<file path="config.mk">
export PLATFORM = sky130hd
export DESIGN_NAME = path_delay_meter
export DESIGN_NICKNAME = d
export VERILOG_FILES = /design/src/rtl/delay_meas_pkg.sv /design/src/rtl/delay_sync.sv /design/src/rtl/path_delay_meter.sv
export SDC_FILE = /design/constraint.sdc
export NUM_CORES = 1
export LEC_CHECK = 0
export BUFFER_PORTS_ARGS = -buffer_cell sky130_fd_sc_hd__buf_2
export CAP_MARGIN = 20
export CORE_MARGIN = 2
export CORE_UTILIZATION = 50
export DETAILED_ROUTE_END_ITERATION = 10
export GPL_TIMING_DRIVEN = 0
export PLACE_DENSITY = 0.73
export SYNTH_ARGS = -nofsm -noshare
export SYNTH_HDL_FRONTEND = slang
export SYNTH_HIERARCHICAL = 1
export SYNTH_SLANG_ARGS = --single-unit
</file>
<file path="constraint.sdc">
create_clock -name i_clk -period 2.4 [get_ports i_clk]
set_clock_uncertainty 0.05 [all_clocks]
set_input_delay 0.48 -clock i_clk [delete_from_list [all_inputs] [get_ports i_clk]]
set_output_delay 0.48 -clock i_clk [all_outputs]
set_load 0.02 [all_outputs]
</file>
<file path="src/rtl/delay_meas_pkg.sv">
// Shared definitions for the delay-line launch/capture meter: state encoding and
// default parameter values.
package delay_meas_pkg;

  localparam int unsigned CntWDefault       = 16;
  localparam int unsigned TimeoutDefault    = 4096;
  localparam int unsigned SyncStagesDefault = 2;

  typedef enum logic [1:0] {
    StIdle = 2'd0,
    StWait = 2'd1,
    StDone = 2'd2
  } state_e;

endpackage

</file>
<file path="src/rtl/delay_sync.sv">
// Multi-flop synchronizer that brings the asynchronous chain output into the clk domain.
module delay_sync #(
  parameter int unsigned STAGES = 2
) (
  input  logic i_clk,
  input  logic i_rst_n,
  input  logic i_d,
  output logic o_q
);

  logic [STAGES-1:0] r_sync;

  always_ff @(posedge i_clk or negedge i_rst_n) begin
    if (!i_rst_n) begin
      r_sync <= '0;
    end else begin
      r_sync <= {r_sync[STAGES-2:0], i_d};
    end
  end

  assign o_q = r_sync[STAGES-1];

endmodule

</file>
<file path="src/rtl/path_delay_meter.sv">
// Launches alternating edges into the delay chain and counts clk cycles until each edge
// returns through the synchronizer; results leave through a valid/ready handshake.
module path_delay_meter
  import delay_meas_pkg::*;
#(
  parameter int unsigned CNT_W       = CntWDefault,
  parameter int unsigned TIMEOUT     = TimeoutDefault,
  parameter int unsigned SYNC_STAGES = SyncStagesDefault
) (
  input  logic             i_clk,
  input  logic             i_rst_n,
  input  logic             i_start,
  output logic             o_ready,
  output logic             o_path_input,
  input  logic             i_path_result,
  output logic             o_result_valid,
  input  logic             i_result_ready,
  output logic [CNT_W-1:0] o_result_count,
  output logic             o_result_timeout,
  output logic             o_result_edge
);

  localparam logic [CNT_W-1:0] TimeoutCnt = CNT_W'(TIMEOUT);

  state_e           r_state;
  logic [CNT_W-1:0] r_cnt;
  logic [CNT_W-1:0] r_result_count;
  logic             r_path_input;
  logic             r_result_valid;
  logic             r_result_timeout;
  logic             r_result_edge;
  logic             w_sync_q;
  logic             w_arrived;
  logic [CNT_W-1:0] w_cnt_inc;

  delay_sync #(
    .STAGES(SYNC_STAGES)
  ) u_sync (
    .i_clk  (i_clk),
    .i_rst_n(i_rst_n),
    .i_d    (i_path_result),
    .o_q    (w_sync_q)
  );

  assign w_cnt_inc = r_cnt + CNT_W'(1);
  assign w_arrived = (w_sync_q == r_path_input);
  assign o_ready   = (r_state == StIdle) && w_arrived;

  // Arrival is seen on the registered sync_q one edge after it changed, so r_cnt already
  // holds the number of edges up to and including that change.
  always_ff @(posedge i_clk or negedge i_rst_n) begin
    if (!i_rst_n) begin
      r_state          <= StIdle;
      r_cnt            <= '0;
      r_path_input     <= 1'b0;
      r_result_valid   <= 1'b0;
      r_result_count   <= '0;
      r_result_timeout <= 1'b0;
      r_result_edge    <= 1'b0;
    end else begin
      case (r_state)
        StIdle: begin
          if (i_start && o_ready) begin
            r_path_input  <= ~r_path_input;
            r_result_edge <= ~r_path_input;
            r_cnt         <= '0;
            r_state       <= StWait;
          end
        end
        StWait: begin
          r_cnt <= w_cnt_inc;
          if (w_arrived) begin
            r_result_count   <= r_cnt;
            r_result_timeout <= 1'b0;
            r_result_valid   <= 1'b1;
            r_state          <= StDone;
          end else if (w_cnt_inc == TimeoutCnt) begin
            r_result_count   <= TimeoutCnt;
            r_result_timeout <= 1'b1;
            r_result_valid   <= 1'b1;
            r_state          <= StDone;
          end
        end
        StDone: begin
          if (i_result_ready) begin
            r_result_valid <= 1'b0;
            r_state        <= StIdle;
          end
        end
        default: r_state <= StIdle;
      endcase
    end
  end

  assign o_path_input     = r_path_input;
  assign o_result_valid   = r_result_valid;
  assign o_result_count   = r_result_count;
  assign o_result_timeout = r_result_timeout;
  assign o_result_edge    = r_result_edge;

endmodule

</file>
## Word-level counts from Yosys, hierarchy flattened

Cells that the tools add are included.

- Register bits after elaboration: 39
- Bits in latches: 0
- Memory bits (writable): 0
- Bits in read-only memories: 0
- Output and inout port bits: 21
- Memories: 0

- Add/sub/neg operators: 1
- Multipliers: 0
- Divide/modulo/power cells: 0
- Order comparisons: 0
- Equal/unequal tests: 7
- Shift-type cells: 0
- Multiplexer cells: 14
- Bitwise operators: 1
- Reductions and logical operators: 11

Operators by type and width:

| operator | number |
|---|---|
| two-way mux 16 bit | 3 |
| case mux 16 bit (2 select lines) | 1 |
| adder 16 x 1 -> 16 bit (second input constant) | 1 |
| == test 16 x 13 -> 1 bit (second input constant) | 1 |
| two-way mux 2 bit | 4 |
| case mux 2 bit (3 select lines) | 1 |
| AND reduction 2 bit | 3 |
| AND reduction 3 bit | 2 |
| nonzero test 2 bit | 3 |
| two-way mux 1 bit | 4 |
| inequality test 3 bit (second input constant) | 1 |
| == test 2 x 1 -> 1 bit (second input constant) | 1 |
| == test 2 bit (second input constant) | 1 |
| logical AND 1 bit | 2 |
| zero test 2 bit | 1 |
| inequality test 2 x 1 -> 1 bit (second input constant) | 1 |
| inequality test 2 bit (second input constant) | 1 |
| case mux 1 bit (2 select lines) | 1 |
| == test 1 bit | 1 |
| NOT 1 bit | 1 |

## Longest topological paths before layout

- Depth in word-level cells: 5
- Mapped depth: 8
- Mapped depth without buffers: 7

## Hierarchy

Netlist, hierarchy kept.

By module, submodules not included:

| module | instances | cells an instance | area each (sq um) |
|---|---|---|---|
| path_delay_meter | 1 | 219 | 2088.3 |
| delay_sync | 1 | 2 | 50.0 |

## Worst setup path after synthesis

Ideal clock, no wire load.

- Kind: reg2reg
- From: register r_cnt[0]
- To: register r_result_count[10], in the netlist o_result_count[10]
- Arrival: 2.019 ns
- Path slack: 0.213 ns
- Cell stages (with the launch flop): 9
- Buffers on the path: 1
- Cells stage by stage: dfrtp_1 -> ha_1 -> nand4_2 -> nor2_1 -> o21ai_0 -> nand4b_1 -> o31a_1 -> buf_6 -> a21o_1

- Longest elaborated chain between the ends: 4

RTL lines:

| item | RTL line | text |
|---|---|---|
| start, declared | path_delay_meter.sv:26 | `logic [CNT_W-1:0] r_cnt;` |
| start signal, assigned | path_delay_meter.sv:71 | `r_cnt <= w_cnt_inc;` |
| adder 16 x 1 -> 16 bit | path_delay_meter.sv:45 | `assign w_cnt_inc = r_cnt + CNT_W'(1);` |
| == test 16 x 13 -> 1 bit | path_delay_meter.sv:77 | `end else if (w_cnt_inc == TimeoutCnt) begin` |
| nonzero test 2 bit (no line) | - |  |
| AND reduction 2 bit (no line) | - |  |
| end signal, assigned | path_delay_meter.sv:73 | `r_result_count <= r_cnt;` |
| end signal, assigned | path_delay_meter.sv:78 | `r_result_count <= TimeoutCnt;` |
| end, declared | path_delay_meter.sv:27 | `logic [CNT_W-1:0] r_result_count;` |

Every way passes these cells.
A chain may end at the register's enable or synchronous reset.

## Final worst setup path

- From: register r_cnt[1]
- To: register r_result_count[1], in the netlist o_result_count[1]

- Longest elaborated chain between the ends: 4
- Elaborated cells on any way between the ends: 5

RTL lines:

| item | RTL line |
|---|---|
| adder 16 x 1 -> 16 bit | path_delay_meter.sv:45 |
| == test 16 x 13 -> 1 bit | path_delay_meter.sv:77 |
| nonzero test 2 bit (no line) | - |
| AND reduction 2 bit (no line) | - |

Several ways; a longest one is shown, not always the timed one.

==> results.cfg <==
[critical_path]
critical_path_class = flip-flop to flip-flop
crit_path_start_kind = flip-flop
slowest_stage = dfrtp_2
critPathRequiredTime_ps = 2530
end_kind = flip-flop
rr_worst_depth = 8
crit_fanout = 5
cp.depth = 8
path_cells = ha_4 > and2_1 > a21oi_1 > o32ai_2 > nand4b_1 > o31a_1 > buf_4 > a21o_1
max_stage_delay_ps = 430
cp_top_family = compound AO/OA/AOI/OAI gates
reg2reg_slack_ps = 70
worstPathArrival_ps = 2460
crit_buf_inv = 1

[place]
hpwl_um = 3290
gp_congestion = 0.8943
placed_area_mm2 = 0.002326
portBuffers = 25
dp.cells = 296

[pwr]
clkPwrFrac_pct = 14.5
pwr-share-comb_pct = 51.4
power.net_switching_mw = 1.207
switching_share_pct = 42.40
seq_power_share_pct = 34.2
peakVddDrop_uv = 490.8
p_int_mw = 1.640
powerDensity_mw_per_mm2 = 1149
leakagePower_nw = 1.125
power.total_mw = 2.847

[global_routing]
antenna_found_initial = 0
grt_max_degree = 40
overflow = 0
grt_pass1_vias = 1614
grt.total_usage_pct = 20.95
grt_pass1_wl_um = 7969

[flow_run]
maxCapViolCount = 0

[logic_synthesis]
synth.top_cells.by_count = dfrtp_1 (39), o21ai_0 (26), nor2_1 (16), a22o_1 (13), a21o_1 (12)
synth-xor-area-share_pct = 1.638
synth.area.top_cells = dfrtp_1 (46%), o21ai_0 (6.1%), a22o_1 (5.3%), a21o_1 (4.2%), nor2_1 (2.8%)
synthesis.nets = 228
yosys-mux-area-fraction_pct = 1.872
synth_edf_count = 0
synth_compound_area_share_pct = 26.62
synthAdderAreaFrac_pct = 1.170
synth_top_cell_by_area = dfrtp_1
synth_cell_types = 44
synth.top_cell.area_share_pct = 45.64
synth_top_family_by_area = compound AO/OA/AOI/OAI gates
syn_avg_cell_area_um2 = 9.676
syn_inst = 221
yosysMostFrequentCell = dfrtp_1
seq_area_frac_synth_pct = 45.64
ys_ff_latch = 39
synth-main-ff-cell = dfrtp_1
synthArstFlopShare_pct = 100.0
synth_warnings = 6
synthSimpleGateAreaFrac_pct = 17.55
netlist_area_mm2 = 0.002138

[routing]
final_antenna_net_count = 0
drt_wl_total_um = 4914
wl_per_cell_um = 16.06
first_pass_iters = 5
avgViaCountPerCell = 6.033
drc_errors = 0
routed-via-count = 1846
drt_iter0_drc = 107

[final_layout]
utilization_pct = 61.09
design_area_mm2 = 0.002479
synthToLayoutAreaGrowth_pct = 15.92
antenna_cells = 0
n_fill_cell = 343
drive_gt1_share_pct = 24.22
stdcell_count = 306
final_nets = 264

[timing]
setup_viol = 0
max-slew-margin-rel_pct = 42.53
min_period_ps = 2330
rsz0062_at_grt = false
max_freq_ghz = 0.4292
worstMarginPinSlew_ps = 862.0
finalMaxSlewViolations = 0
timing.final.crit_share_pct = 97.07
hold_violations = 0

[hold_path]
hold_path.class = input pin to asynchronous set/reset pin

[die]
core_mm2 = 0.004058
fp.dieArea_mm2 = 0.004816
fp-row-count = 23
boundaryPins = 26
start_util_pct = 52.70
die_w_um = 69.40
die_h_um = 69.40

[clocking]
cts_made_buffers = 5
cts_sinks = 39
cts_hold_buf = 0
htree_levels = 2
cts_tree = done
clk_latency_ps = 300
clk_pin_slew_ps = 80
clk_path_buf_depth = 2
ctsRootBufferMaster = clkbuf_8

[run_status]
status = finished clean
logic make-up (layout without fill, tap and decap cells):
kind of cell	count (synthesis)	after routing
muxes	4	4
and+or+nand+nor	67	67
xor gates and xnor gates	4	4
DFF	39	39
buffers and inverters	22	57
adders and majority gates	2	2
AOI/OAI and AO/OA	83	83
through the flow:
| step | hold WS [ps] | setup TNS, ps | setup WS (ps) |
|---|---|---|---|
| 3_5_place_dp | 288.0 | -1674 | -186.4 |
| 5_1_grt | 243.4 | 0 | 28.79 |
| 4_1_cts | 235.4 | 0 | 1.337 |
| 6_report | 238.4 | 0 | 70.24 |
| 3_3_place_gp | 297.2 | -1396 | -157.1 |
| 2_1_floorplan | 134.4 | 0 | 212.7 |
placed cells by master (no fill, tap or decap), types with 6 or more instances in the layout:
cell and count:
a31oi_1 6, nor2_1 15, nor3_1 6, a21o_1 12, nand3_1 8, nand2_1 10
o21ai_0 26, dfrtp_1 37, clkbuf_1 10, buf_2 27, a22o_1 13, buf_4 7
o31ai_1 6
layer usage:
metal  track usage (%)  routed length, um
met2             30.98               2237
met3             5.233                265
met1             29.54               2318
met4             8.279                 92
met5                 0                  0
registers in the layout, indices dropped and copies added, names as in the netlist:
register	cells
o_result_count	16
o_result_edge	1
o_result_timeout	1
o_result_valid	1
r_cnt	16
r_state	2
u_sync/r_sync	2
power by group through the flow:
stage          clock [mW]  sequential, mW  combinational (mW)
2_1_floorplan           0            1.13               0.817
3_3_place_gp            0           0.993                1.32
3_5_place_dp            0           0.992                1.34
4_1_cts             0.424           0.985                1.37
5_1_grt             0.450            1.00                1.58
6_report            0.412           0.973                1.46
path summary, 6_finish.rpt:
check,from,end
setup / recovery,r_cnt[1],o_result_count[1]
hold / removal,i_rst_n,r_cnt[11]
setup reg to reg,r_cnt[1],o_result_count[1]
hold reg to reg,u_sync/r_sync[0],u_sync/r_sync[1]
max in group asynchronous,i_rst_n,r_cnt[0]
min in group i_clk,i_path_result,u_sync/r_sync[0]
layout make-up:
type | instances | area (um2) | area share (%)
inverter | 2 | 7.507 | 0.3029
sequential | 39 | 978.4 | 39.47
timing repair buffer | 29 | 167.7 | 6.764
tap | 50 | 62.56 | 2.524
buffer | 20 | 110.1 | 4.442
clock buffer | 6 | 72.57 | 2.928
multi-input combinational | 160 | 1080 | 43.56
timing repair:
| item | CTS | global route |
|---|---|---|
| pin swaps | 1 | 1 |
| buffers inserted | 1 | 3 |
| endpoints found under the setup margin | 18 | 27 |
| gates cloned | 0 | 0 |
| gates resized for setup | 5 | 3 |
Note: power is estimated with default switching activity, not from simulation.
